$ cat src/rtl/usb_proto_pkg.sv
// Shared USB host-protocol constants: framing words, decoder error codes and the
// command decoder state encoding.
package usb_proto_pkg;

    localparam logic [15:0] HDR_WORD   = 16'h55AA;

    // Device-to-host stream sync words live here so both directions share one source.
    localparam logic [15:0] SYNC_WORD0 = 16'h7CD2;
    localparam logic [15:0] SYNC_WORD1 = 16'h15D8;

    localparam logic [1:0]  ERR_LEN    = 2'd1;
    localparam logic [1:0]  ERR_CSUM   = 2'd2;
    localparam logic [1:0]  ERR_TMO    = 2'd3;

    typedef enum logic [2:0] {
        IDLE    = 3'd0,
        CMD     = 3'd1,
        PAYLOAD = 3'd2,
        CSUM    = 3'd3,
        COMMIT  = 3'd4
    } cmdState_e;

    // Register addresses wrap within the 8-bit register file.
    function automatic logic [7:0] wrapAddr(input logic [7:0] base, input logic [7:0] idx);
        return base + idx;
    endfunction

endpackage

$ cat src/rtl/cmd_payload_buf.sv
// Simple dual-port payload buffer: synchronous write, registered read with enable.
// Storage is not reset; only the read register is.
module cmd_payload_buf #(
    parameter int unsigned DEPTH = 16,
    parameter int unsigned WIDTH = 16,
    parameter int unsigned AW    = 4
) (
    input  logic             clk_i,
    input  logic             rst_i,
    input  logic             wrEn_i,
    input  logic [AW-1:0]    wrAddr_i,
    input  logic [WIDTH-1:0] wrData_i,
    input  logic             rdEn_i,
    input  logic [AW-1:0]    rdAddr_i,
    output logic [WIDTH-1:0] rdData_o
);

    logic [WIDTH-1:0] mem_q [DEPTH];
    logic [WIDTH-1:0] rdData_q;

    always_ff @(posedge clk_i) begin
        if (wrEn_i) begin
            mem_q[wrAddr_i] <= wrData_i;
        end
    end

    // The read register feeds the write-data output directly, so it must clear on reset.
    always_ff @(posedge clk_i or posedge rst_i) begin
        if (rst_i) begin
            rdData_q <= '0;
        end else if (rdEn_i) begin
            rdData_q <= mem_q[rdAddr_i];
        end
    end

    assign rdData_o = rdData_q;

endmodule

$ cat src/rtl/usb_cmd_decoder.sv
// Frames host command packets from the EP2 word stream, checks the additive checksum
// and only then replays the buffered payload as register writes.
module usb_cmd_decoder #(
    parameter logic [15:0] HDR_WORD = usb_proto_pkg::HDR_WORD,
    parameter int unsigned MAX_LEN  = 16,
    parameter int unsigned TIMEOUT  = 1023
) (
    input  logic        usb_clk,
    input  logic        rst,
    input  logic [15:0] receive_data,
    input  logic        receive_data_en,
    output logic        reg_wr_en,
    output logic [7:0]  reg_addr,
    output logic [15:0] reg_wdata,
    output logic        cmd_ok,
    output logic        cmd_err,
    output logic [1:0]  err_code,
    output logic        overrun,
    output logic        busy
);

    import usb_proto_pkg::*;

    localparam int unsigned AW        = (MAX_LEN > 1) ? $clog2(MAX_LEN) : 1;
    localparam int unsigned GW        = $clog2(TIMEOUT + 1);
    localparam logic [GW-1:0] GAP_LAST = GW'(TIMEOUT - 1);
    localparam logic [7:0]  MAX_LEN_B = 8'(MAX_LEN);

    cmdState_e     state_q;
    logic [7:0]    baseAddr_q;
    logic [7:0]    len_q;
    logic [7:0]    idx_q;
    logic [15:0]   sum_q;
    logic [GW-1:0] gap_q;
    logic          regWrEn_q;
    logic [7:0]    regAddr_q;
    logic          cmdOk_q;
    logic          cmdErr_q;
    logic [1:0]    errCode_q;
    logic          overrun_q;

    logic [15:0]   sumNext_d;
    logic          lastIdx_d;
    logic          gapHit_d;
    logic          bufWrEn_d;
    logic          bufRdEn_d;
    logic [15:0]   bufRdData;

    assign sumNext_d = sum_q + receive_data;
    assign lastIdx_d = (idx_q == (len_q - 8'd1));
    assign gapHit_d  = (gap_q == GAP_LAST);
    assign bufWrEn_d = (state_q == PAYLOAD) && receive_data_en;
    assign bufRdEn_d = (state_q == COMMIT);

    cmd_payload_buf #(
        .DEPTH (MAX_LEN),
        .WIDTH (16),
        .AW    (AW)
    ) u_buf (
        .clk_i    (usb_clk),
        .rst_i    (rst),
        .wrEn_i   (bufWrEn_d),
        .wrAddr_i (idx_q[AW-1:0]),
        .wrData_i (receive_data),
        .rdEn_i   (bufRdEn_d),
        .rdAddr_i (idx_q[AW-1:0]),
        .rdData_o (bufRdData)
    );

    // Decoder FSM; every output is a register so pulses line up with the buffered read data.
    always_ff @(posedge usb_clk or posedge rst) begin
        if (rst) begin
            state_q    <= IDLE;
            baseAddr_q <= '0;
            len_q      <= '0;
            idx_q      <= '0;
            sum_q      <= '0;
            gap_q      <= '0;
            regWrEn_q  <= 1'b0;
            regAddr_q  <= '0;
            cmdOk_q    <= 1'b0;
            cmdErr_q   <= 1'b0;
            errCode_q  <= '0;
            overrun_q  <= 1'b0;
        end else begin
            regWrEn_q <= 1'b0;
            cmdOk_q   <= 1'b0;
            cmdErr_q  <= 1'b0;
            overrun_q <= 1'b0;

            case (state_q)
                IDLE: begin
                    if (receive_data_en && (receive_data == HDR_WORD)) begin
                        state_q <= CMD;
                        gap_q   <= '0;
                    end
                end

                CMD, PAYLOAD, CSUM: begin
                    if (!receive_data_en) begin
                        if (gapHit_d) begin
                            cmdErr_q  <= 1'b1;
                            errCode_q <= ERR_TMO;
                            gap_q     <= '0;
                            state_q   <= IDLE;
                        end else begin
                            gap_q <= gap_q + GW'(1);
                        end
                    end else begin
                        gap_q <= '0;
                        case (state_q)
                            CMD: begin
                                baseAddr_q <= receive_data[15:8];
                                len_q      <= receive_data[7:0];
                                sum_q      <= receive_data;
                                idx_q      <= '0;
                                if (receive_data[7:0] > MAX_LEN_B) begin
                                    cmdErr_q  <= 1'b1;
                                    errCode_q <= ERR_LEN;
                                    state_q   <= IDLE;
                                end else if (receive_data[7:0] == 8'd0) begin
                                    state_q <= CSUM;
                                end else begin
                                    state_q <= PAYLOAD;
                                end
                            end
                            PAYLOAD: begin
                                sum_q <= sumNext_d;
                                idx_q <= idx_q + 8'd1;
                                if (lastIdx_d) begin
                                    state_q <= CSUM;
                                end
                            end
                            CSUM: begin
                                if (receive_data != sum_q) begin
                                    cmdErr_q  <= 1'b1;
                                    errCode_q <= ERR_CSUM;
                                    state_q   <= IDLE;
                                end else if (len_q == 8'd0) begin
                                    cmdOk_q <= 1'b1;
                                    state_q <= IDLE;
                                end else begin
                                    idx_q   <= '0;
                                    state_q <= COMMIT;
                                end
                            end
                            default: begin
                                state_q <= IDLE;
                            end
                        endcase
                    end
                end

                // Each COMMIT cycle reads buf[idx]; the write strobe and address land with the data.
                COMMIT: begin
                    overrun_q <= receive_data_en;
                    regWrEn_q <= 1'b1;
                    regAddr_q <= wrapAddr(baseAddr_q, idx_q);
                    idx_q     <= idx_q + 8'd1;
                    if (lastIdx_d) begin
                        cmdOk_q <= 1'b1;
                        state_q <= IDLE;
                    end
                end

                default: begin
                    state_q <= IDLE;
                end
            endcase
        end
    end

    assign reg_wr_en = regWrEn_q;
    assign reg_addr  = regAddr_q;
    assign reg_wdata = bufRdData;
    assign cmd_ok    = cmdOk_q;
    assign cmd_err   = cmdErr_q;
    assign err_code  = errCode_q;
    assign overrun   = overrun_q;
    assign busy      = (state_q != IDLE);

endmodule
$ cat config.mk
export PLATFORM = sky130hd
export DESIGN_NAME = usb_cmd_decoder
export DESIGN_NICKNAME = d
export VERILOG_FILES = /design/src/rtl/usb_proto_pkg.sv /design/src/rtl/cmd_payload_buf.sv /design/src/rtl/usb_cmd_decoder.sv
export SDC_FILE = /design/constraint.sdc
export NUM_CORES = 1
export LEC_CHECK = 0
export BUFFER_PORTS_ARGS = -buffer_cell sky130_fd_sc_hd__buf_2
export CORE_MARGIN = 3
export CORE_UTILIZATION = 39
export DETAILED_ROUTE_END_ITERATION = 8
export SLEW_MARGIN = 20
export SYNTH_ARGS = -nofsm -noshare
export SYNTH_HDL_FRONTEND = slang
export SYNTH_SLANG_ARGS = --single-unit
export TNS_END_PERCENT = 5
$ cat constraint.sdc
create_clock -name usb_clk -period 4.15 [get_ports usb_clk]
set_input_delay 0.2075 -clock usb_clk [delete_from_list [all_inputs] [get_ports usb_clk]]
set_output_delay 0.2075 -clock usb_clk [all_outputs]
set_load 0.05 [all_outputs]
== Yosys cells after proc, flatten, opt, wreduce, memory -nomap -nowiden ==
Memory sizes are Yosys's and may differ from the RTL's. A register that Yosys moved wholly into a read port is not among the register bits.
Index checks and enable logic that the tools add are counted.

* $add $sub $neg: 5
* Magnitude comparators: 1
* Equal/unequal tests: 19
* Multiplexer cells: 42
* Reduce and logical (&&, ||, !) cells: 17

{| class="wikitable"
|+ Operators by type and width
! operator !! count
|-
| 16-bit case mux with 2 select lines || 1
|-
| 10-bit 2-to-1 mux || 3
|-
| 8-bit 2-to-1 mux || 3
|-
| 8-bit case mux with 3 select lines || 1
|-
| 3-bit 2-to-1 mux || 7
|-
| 10-bit case mux with 2 select lines || 1
|-
| 3-bit case mux with 3 select lines || 2
|-
| 16-bit adder || 1
|-
| 16-bit by 15-bit == test with 1-bit output (second input constant) || 1
|-
| 8-bit zero test || 2
|-
| 16-bit inequality test || 1
|-
| 8-bit case mux with 2 select lines || 1
|-
| 1-bit 2-to-1 mux || 15
|-
| 3-bit inequality test (second input constant) || 5
|-
| 10-bit by 1-bit adder with 10-bit output (second input constant) || 1
|-
| 10-bit == test (second input constant) || 1
|-
| 2-bit 2-to-1 mux || 5
|-
| 5-bit AND reduction || 2
|-
| 8-bit by 1-bit adder with 8-bit output (second input constant) || 1
|-
| 8-bit adder || 1
|-
| 8-bit == test || 1
|-
| 8-bit by 5-bit > comparator with 1-bit output (second input constant) || 1
|-
| 4-bit inequality test (second input constant) || 2
|-
| 2-bit nonzero test || 4
|-
| other kinds (15) || 21
|}

* Register bits after elaboration: 67
* RAM bits: 256
* Input port bits: 19
* Memories: 1

{| class="wikitable"
|+ Memories
! name !! words !! bits a word !! read ports !! clocked after memory_dff !! write ports !! line !! source
|-
| u_buf.mem_q || 16 || 16 || 1 || 1 || 1 || cmd_payload_buf.sv:18 || <nowiki>logic [WIDTH-1:0] mem_q [DEPTH];</nowiki>
|}

== Logic depth before layout (Yosys ltp) ==
Gate-level depths: netlist of the first run.

* Word-level depth: 6
* Depth in mapped cells: 12

== Hierarchy ==
From an unflattened synthesis of the first run, not the netlist that was laid out.

* Cell total of the unflattened synthesis: 924
* Area, all modules: 14,727.9 µm²

{| class="wikitable"
|+ Modules (own cells, without submodules)
! module !! instances !! cells an instance !! area an instance (µm²) !! sequential area each (µm²)
|-
| cmd_payload_buf || 1 || 453 || 10,467.5 || 8,087.8
|-
| usb_cmd_decoder || 1 || 471 || 4,260.3 || 1,676.6
|}

== Worst setup path before layout of the first run ==
No wires, ideal clock.

* Kind: reg2reg
* Start point: register state_q[0]
* End point: memory u_buf.mem_q[0][0] (enable)
* Setup time: 409 ps
* Arrival time: 2,613 ps
* Data required time: 3,741 ps
* Setup slack: 1,128 ps
* Stages on the path, launching flop included: 8
* Buffers on the path: 2
* Period minus slack after synthesis: 3,022 ps
* Cell sequence: dfrtp_1 buf_2 nand2b_1 or2_2 clkbuf_1 nor2_1 nand2_1 nor3_1

* Word-level cells in the longest chain between the ends: 4

{| class="wikitable"
|+ RTL lines
! element !! line !! source
|-
| from (decl) || usb_cmd_decoder.sv:29 || <nowiki>cmdState_e state_q;</nowiki>
|-
| from (signal assigned) || usb_cmd_decoder.sv:73 || <nowiki>state_q <= IDLE;</nowiki>
|-
| from (signal assigned) || usb_cmd_decoder.sv:94 || <nowiki>state_q <= CMD;</nowiki>
|-
| from (signal assigned) || usb_cmd_decoder.sv:105 || <nowiki>state_q <= IDLE;</nowiki>
|-
| 3-bit by 2-bit == test with 1-bit output || usb_cmd_decoder.sv:52 || <nowiki>assign bufWrEn_d = (state_q == PAYLOAD) && receive_data_en;</nowiki>
|-
| 1-bit logical AND || usb_cmd_decoder.sv:52 ||
|-
| 1-bit 2-to-1 mux || cmd_payload_buf.sv:22 || <nowiki>if (wrEn_i) begin</nowiki>
|-
| 1-bit 2-to-1 mux (implied by the code) || cmd_payload_buf.sv:23 || <nowiki>mem_q[wrAddr_i] <= wrData_i;</nowiki>
|-
| to (decl) || cmd_payload_buf.sv:18 ||
|}

Every way passes these cells.

== Final worst setup path of the first run ==
* Start point: register state_q[0]
* End point: memory u_buf.mem_q[12][7] (enable)

The elaborated chain is that of the path after synthesis.

==> results of run 1 <==
cell families (layout without fill, tap and decap cells):
logic type	after synthesis	count (layout)
AO/OA/AOI/OAI	115	115
adder cells (fa/ha/maj)	31	31
multiplexers	103	103
flip-flops	339	339
XOR/XNOR	32	32
AND/OR/NAND/NOR	256	256
buffers and inverters	62	166
registers in the layout (all words and copies together), names as in the netlist:
signal,count
baseAddr_q,8
cmd_err,1
cmd_ok,1
err_code,2
gap_q,10
idx_q,8
len_q,8
overrun,1
reg_addr,8
reg_wr_en,1
state_q,3
sum_q,16
u_buf.mem_q,256
u_buf.rdData_o,16
placed cells by master, fill, tap and decap left out, types with 5 or more instances in the layout:
| cell | count |
|---|---|
| buf_2 | 49 |
| nand4_1 | 8 |
| clkinv_2 | 8 |
| a21oi_1 | 29 |
| nand2b_1 | 8 |
| o21ai_0 | 52 |
| mux2_2 | 20 |
| a21o_1 | 5 |
| inv_1 | 18 |
| xor2_1 | 17 |
| clkbuf_1 | 9 |
| nor4_1 | 8 |
| mux4_2 | 80 |
| nand2_1 | 118 |
| buf_4 | 34 |
| clkbuf_8 | 5 |
| nor2_2 | 12 |
| dfrtp_1 | 80 |
| nor3_1 | 12 |
| ha_1 | 29 |
| clkbuf_16 | 35 |
| nor2_1 | 40 |
| edfxtp_1 | 256 |
| nand3_1 | 15 |
| xnor2_1 | 15 |
through the flow:
| step | instance area [um2] | total power, mW | utilization, % |
|---|---|---|---|
| detailed placement | 15600 | 6.41 | 42.4 |
| finish | 16700 | 9.31 | 45.4 |
| floorplan | 14700 | 5.88 | - |
| global placement | 15600 | 6.38 | 42.4 |
| CTS | 16700 | 9.41 | 45.4 |
| global route | 16700 | 9.80 | 45.4 |
layer usage:
metal	share of wire, %	vias up
li1	-	3751
met1	43	4256
met2	50	243
met3	5.8	38
met4	1.6	0
met5	0	-
area by class of cell:
type                    count  area, um2  share of cell area [%]
flip-flops and latches    339       9770                    58.5
repair buffers             84        510                    3.06
multi-input cells         537       4660                    27.9
clock buffers              49        978                    5.86
inverters                  19       73.8                   0.442
well taps                 468        586                    3.51
clock inverters            14        118                   0.704
critical path: stages (launching register included):
cell	delay, ns
dfrtp_1	0.48
nand2b_1	0.23
or2_2	0.43
nor2_1	0.43
nand2_1	0.25
nor2_2	0.87
power breakdown:
group	leakage (nW)	switching [mW]	total (mW)	internal, mW
Clock	0.540	1.25	2.97	1.72
Combinational	2.02	1.34	2.13	0.793
Sequential	3.35	0.261	4.20	3.94
worst max-delay path by stage:
stage | slack, ns | depth (start not counted) | end | start
after floorplan | 1.13 | 7 | u_buf.mem_q[0][0] | state_q[0]
after global placement | 1.19 | 5 | u_buf.mem_q[12][13] | state_q[0]
after detailed placement | 1.09 | 5 | u_buf.mem_q[12][13] | state_q[0]
after CTS | 1.06 | 5 | u_buf.mem_q[12][7] | state_q[0]
after global routing | 0.81 | 5 | u_buf.mem_q[12][7] | state_q[0]
final | 1.06 | 5 | u_buf.mem_q[12][7] | state_q[0]
==> run_results.csv, run 1 <==
group,metric,value,unit
run_status,status,"finished, final reports clean",
global_route,grt_use_met2,29.8,%
yosys,yosys.area_share.simple,8.15,%
timing,tightestPinTransition,1.09,ns
yosys,netlist_instances,938,
layout,layout.nets,1066,
floorplanning,rows,70,
timing,drv_slew,0,
yosys,syn_area,14700,um2
global_route,overflow,0,
timing,fin_ws,1.06,ns
placement,dp_cells,1446,
route,drt-pass1-iter-count,5,
timing,period_minus_slack,3.09,ns
timing,period_share,74.5,%
placement,hpwl,21.8,mm
global_route,first_global_vias,8282,
worst_setup_path,critPathKind,"reg2reg",
timing,rsz0062_at_grt,"no",
global_route,use_met3,3.19,%
global_route,grt_max_degree,62,
yosys,ys_seq_area_share,66.6,%
power,ir_drop,0.227,mV
worst_setup_path,worst_ep_required_time,4.27,ns
yosys,synth_top_family_by_area,"multiplexers",
clocking,clockBufferDepth,3,
power,power.density,558,nW/um2
yosys,syn_avg_cell_area,15.6,um2
layout,finalNonFillerCells,1510,
yosys,synth_top_area_share,52.4,%
floorplanning,core,36800,um2
layout,syn_to_final_growth,13.9,%
clocking,h-tree-depth,2,
global_route,grt_pass1_wl,52.6,mm
route,wire_per_inst,22.9,um
timing,slew_headroom,27.3,%
yosys,synth.area.mux_share,14.0,%
yosys,yosys_warnings,0,
worst_setup_path,worstPathArrival,3.22,ns
yosys,synth_area_leaders,"edfxtp_1 52%, dfrtp_1 14%, mux4_2 12%, nand2_1 3.0%, ha_1 2.5%",
clocking,post_cts_resized,0,
yosys,yosys-top-cells-count,"256 x edfxtp_1, 118 x nand2_1, 83 x dfrtp_1, 80 x mux4_2, 52 x o21ai_0",
timing,fmax,323,MHz
floorplanning,die_h,200,um
route,ant_nets,0,
worst_setup_path,worstPathMaxFanout,16,
clocking,cts_root_buf,"clkbuf_16",
global_route,grt.total_usage,17.7,%
layout,n_antenna_cell,0,
power,p_leak,5.90,nW
clocking,post-cts-setup-buffer-count,0,
floorplanning,dieArea,40000,um2
hold_path,hold_end,"err_code[1]",
yosys,synth_nets,988,
clocking,hold_buffers,1,
floorplanning,die_w,200,um
global_route,antenna_found_initial,0,
yosys,synth-xor-area-share,1.91,%
global_route,grt-busiest-layer,"met2",
yosys,synthAdderAreaFrac,2.75,%
worst_setup_path,r2r-start,"state_q[0]",
route,vias,8288,
yosys,synth-main-ff-cell,"edfxtp_1",
clocking,clkSinkCount,339,
route,drc_errors,0,
yosys,async_reset_ff_share,24.5,%
layout,n_fill_cell,3209,
clocking,clk_pin_slew_worst_paths,0.06,ns
yosys,synth_top_cell_by_area,"edfxtp_1",
timing,setup_viol,0,
placement,gp_congestion,0.825,
clocking,numCtsBuffers,35,
placement,io_buffers,49,
hold_path,whs_path_depth,3,
worst_setup_path,worstSetupStartpointType,"flip-flop",
placement,dp_slack,1.09,ns
global_route,grt_use_met1,24.5,%
yosys,ys_ff_latch,339,
clocking,cts_tree,"done",
yosys,synth-edff-count,256,
run,drv_cap,0,
route,wl,34.6,mm
route,via_per_inst,5.49,
timing,fin_setup_tns,0,ns
hold_path,hp-class,"in2reg",
worst_setup_path,cp-end-kind,"flip-flop",
floorplanning,io_pins,50,
timing,hold_viol_final,0,
floorplanning,start_util,39.9,%
clocking,clk_latency,0.51,ns
yosys,synth_cell_types,59,
route,first_iter_violations,719,
timing,finClkSkew,0.0190,ns
worst_setup_path,r2r-end,"u_buf.mem_q[12][7]",
layout,final_layout_size_suffix_gt1_share,25.2,%
yosys,yosys.cell_count.top_type,"edfxtp_1",
yosys,synth-compound-area-share,4.62,%
worst_setup_path,ff2ff_path_depth,5,
hold_path,hold_start,"receive_data_en",
timing,hold_ws,0.129,ns
worst_setup_path,reg2reg_slack,1.06,ns
Power figures use the tool's default switching activity.
==> inputs of run 2 (changes only) <==
Clock period 4.15 ns to 3 ns, I/O delays scaled along.
==> run 2 against run 1 <==
Compared with the run above: combinational power grew 41%; clock skew shrank 0.00079 ns; register-to-register slack lost 0.76 ns; sequential share of layout area shrank 1.2 points; hold slack lost 0.066 ns; clock-buffer cell count grew 5.
==> run_results.csv, run 2 (synthesis gave the netlist of run 1 again) <==
group,metric,value,unit
run_status,status,"finished, final reports clean",
global_route,antenna_found_initial,0,
timing,hold_ws,0.0638,ns
timing,fmax,369,MHz
timing,rsz0062_at_grt,"no",
power,p_leak,6.07,nW
hold_path,whs_path_depth,3,
layout,largest_register,"u_buf.mem_q",
clocking,clk_pin_slew_worst_paths,0.06,ns
route,ant_nets,0,
floorplanning,die_h,200,um
clocking,clkSinkCount,339,
floorplanning,dieArea,40000,um2
clocking,post-cts-setup-buffer-count,0,
worst_setup_path,ff2ff_path_depth,9,
route,via_per_inst,5.39,
clocking,cts_tree,"done",
hold_path,hp-class,"in2reg",
placement,dp_cells,1468,
global_route,overflow,0,
timing,hold_viol_final,0,
layout,final_cell_mix,"256 x edfxtp_1, 117 x nand2_1, 80 x mux4_2, 80 x dfrtp_1, 52 x o21ai_0",
layout,largest_reg_flops,256,
timing,period_share,90.3,%
clocking,clockBufferDepth,3,
power,power.density,777,nW/um2
clocking,hold_buffers,1,
clocking,post_cts_resized,0,
clocking,numCtsBuffers,38,
global_route,grt_max_degree,49,
route,drt-pass1-iter-count,5,
placement,gp_congestion,0.799,
route,wire_per_inst,22.2,um
layout,syn_to_final_growth,16.2,%
timing,drv_slew,0,
power,power,13.2,mW
floorplanning,core,36800,um2
worst_setup_path,worstPathArrival,3.12,ns
worst_setup_path,r2r-start,"len_q[0]",
layout,n_antenna_cell,0,
worst_setup_path,worst_ep_required_time,3.41,ns
timing,setup_viol,0,
layout,final_layout_size_suffix_gt1_share,26.6,%
route,drc_errors,0,
worst_setup_path,max_stage_delay,0.50,ns
layout,layout_commonest_cell,"edfxtp_1",
clocking,clk_latency,0.54,ns
placement,io_buffers,49,
timing,slew_headroom,60.3,%
route,first_iter_violations,587,
floorplanning,die_w,200,um
layout,finalNonFillerCells,1539,
floorplanning,io_pins,50,
placement,hpwl,22.0,mm
layout,layout.nets,1091,
worst_setup_path,worstSetupStartpointType,"flip-flop",
global_route,grt.total_usage,17.6,%
timing,finClkSkew,0.0182,ns
worst_setup_path,critPathKind,"reg2reg",
hold_path,hold_start,"receive_data_en",
clocking,h-tree-depth,2,
route,vias,8299,
route,wl,34.2,mm
worst_setup_path,worstPathCellList,"inv_1 -> ha_1 -> or4b_1 -> nor2_1 -> xnor2_1 -> nand4_1 -> a221o_1 -> a21oi_1 -> mux2_2",
power,ir_drop,0.330,mV
worst_setup_path,cp-end-kind,"flip-flop",
worst_setup_path,slowest_stage,"or4b_1",
timing,period_minus_slack,2.71,ns
floorplanning,start_util,39.9,%
global_route,grt_pass1_wl,52.5,mm
run,drv_cap,0,
clocking,cts_root_buf,"clkbuf_16",
timing,tightestPinTransition,0.595,ns
global_route,first_global_vias,8471,
worst_setup_path,cp-startpoint,"len_q[0]",
worst_setup_path,worstPathMaxFanout,5,
floorplanning,rows,70,
run 2: worst paths after layout:
kind | to | slack [ns]
setup / recovery | state_q[1] | 0.29
hold / removal | err_code[1] | 0.06
setup reg to reg | state_q[1] | 0.29
hold reg to reg | u_buf.rdData_o[2] | 0.46
max in group asynchronous | idx_q[0] | 2.08
min in group asynchronous | reg_addr[1] | 0.25
run 2: power breakdown:
group	total [mW]	switching, mW	internal (mW)	leakage, nW
Sequential	5.81	0.351	5.46	3.35
Combinational	3.00	1.86	1.14	2.14
Clock	4.44	1.82	2.62	0.584
Total	13.2	4.03	9.22	6.07
run 2: area by class of cell:
cell class	count	area, um2
clock buffer	54	1040
clock inverter	16	169
fill	3179	19700
inverter	19	73.8
multi-input combinational	537	4660
sequential	339	9770
tap	468	586
timing repair buffer	106	738
run 2: critical path: cells and delay by family, from the launching register on:
kind	cells	cell delay [ns]
buffers and inverters	1	0.10
XOR/XNOR	1	0.13
AND/OR/NAND/NOR	3	0.74
flip-flops	1	0.42
multiplexers	1	0.36
adder cells (fa/ha/maj)	1	0.24
AO/OA/AOI/OAI	2	0.60
run 2: routing by layer:
layer	global-route usage [%]	part of all wire, %	wire length, um	up-vias
met1	25.0	44	15200	4247
met3	2.50	4.7	1610	41
met5	0	0	0	-
met4	4.47	2.2	738	0
li1	-	-	-	3821
met2	29.0	49	16600	190
run 2: stage by stage:
step / utilization, % / TNS (ns) / instance area (um2) / setup slack, ns
after floorplan: - / -0.652 / 14700 / -0.0204
after global placement: 43.0 / 0 / 15800 / 0.381
after detailed placement: 43.0 / 0 / 15800 / 0.328
after CTS: 46.3 / 0 / 17000 / 0.307
after global routing: 46.3 / 0 / 17000 / 0.144
final: 46.3 / 0 / 17000 / 0.292
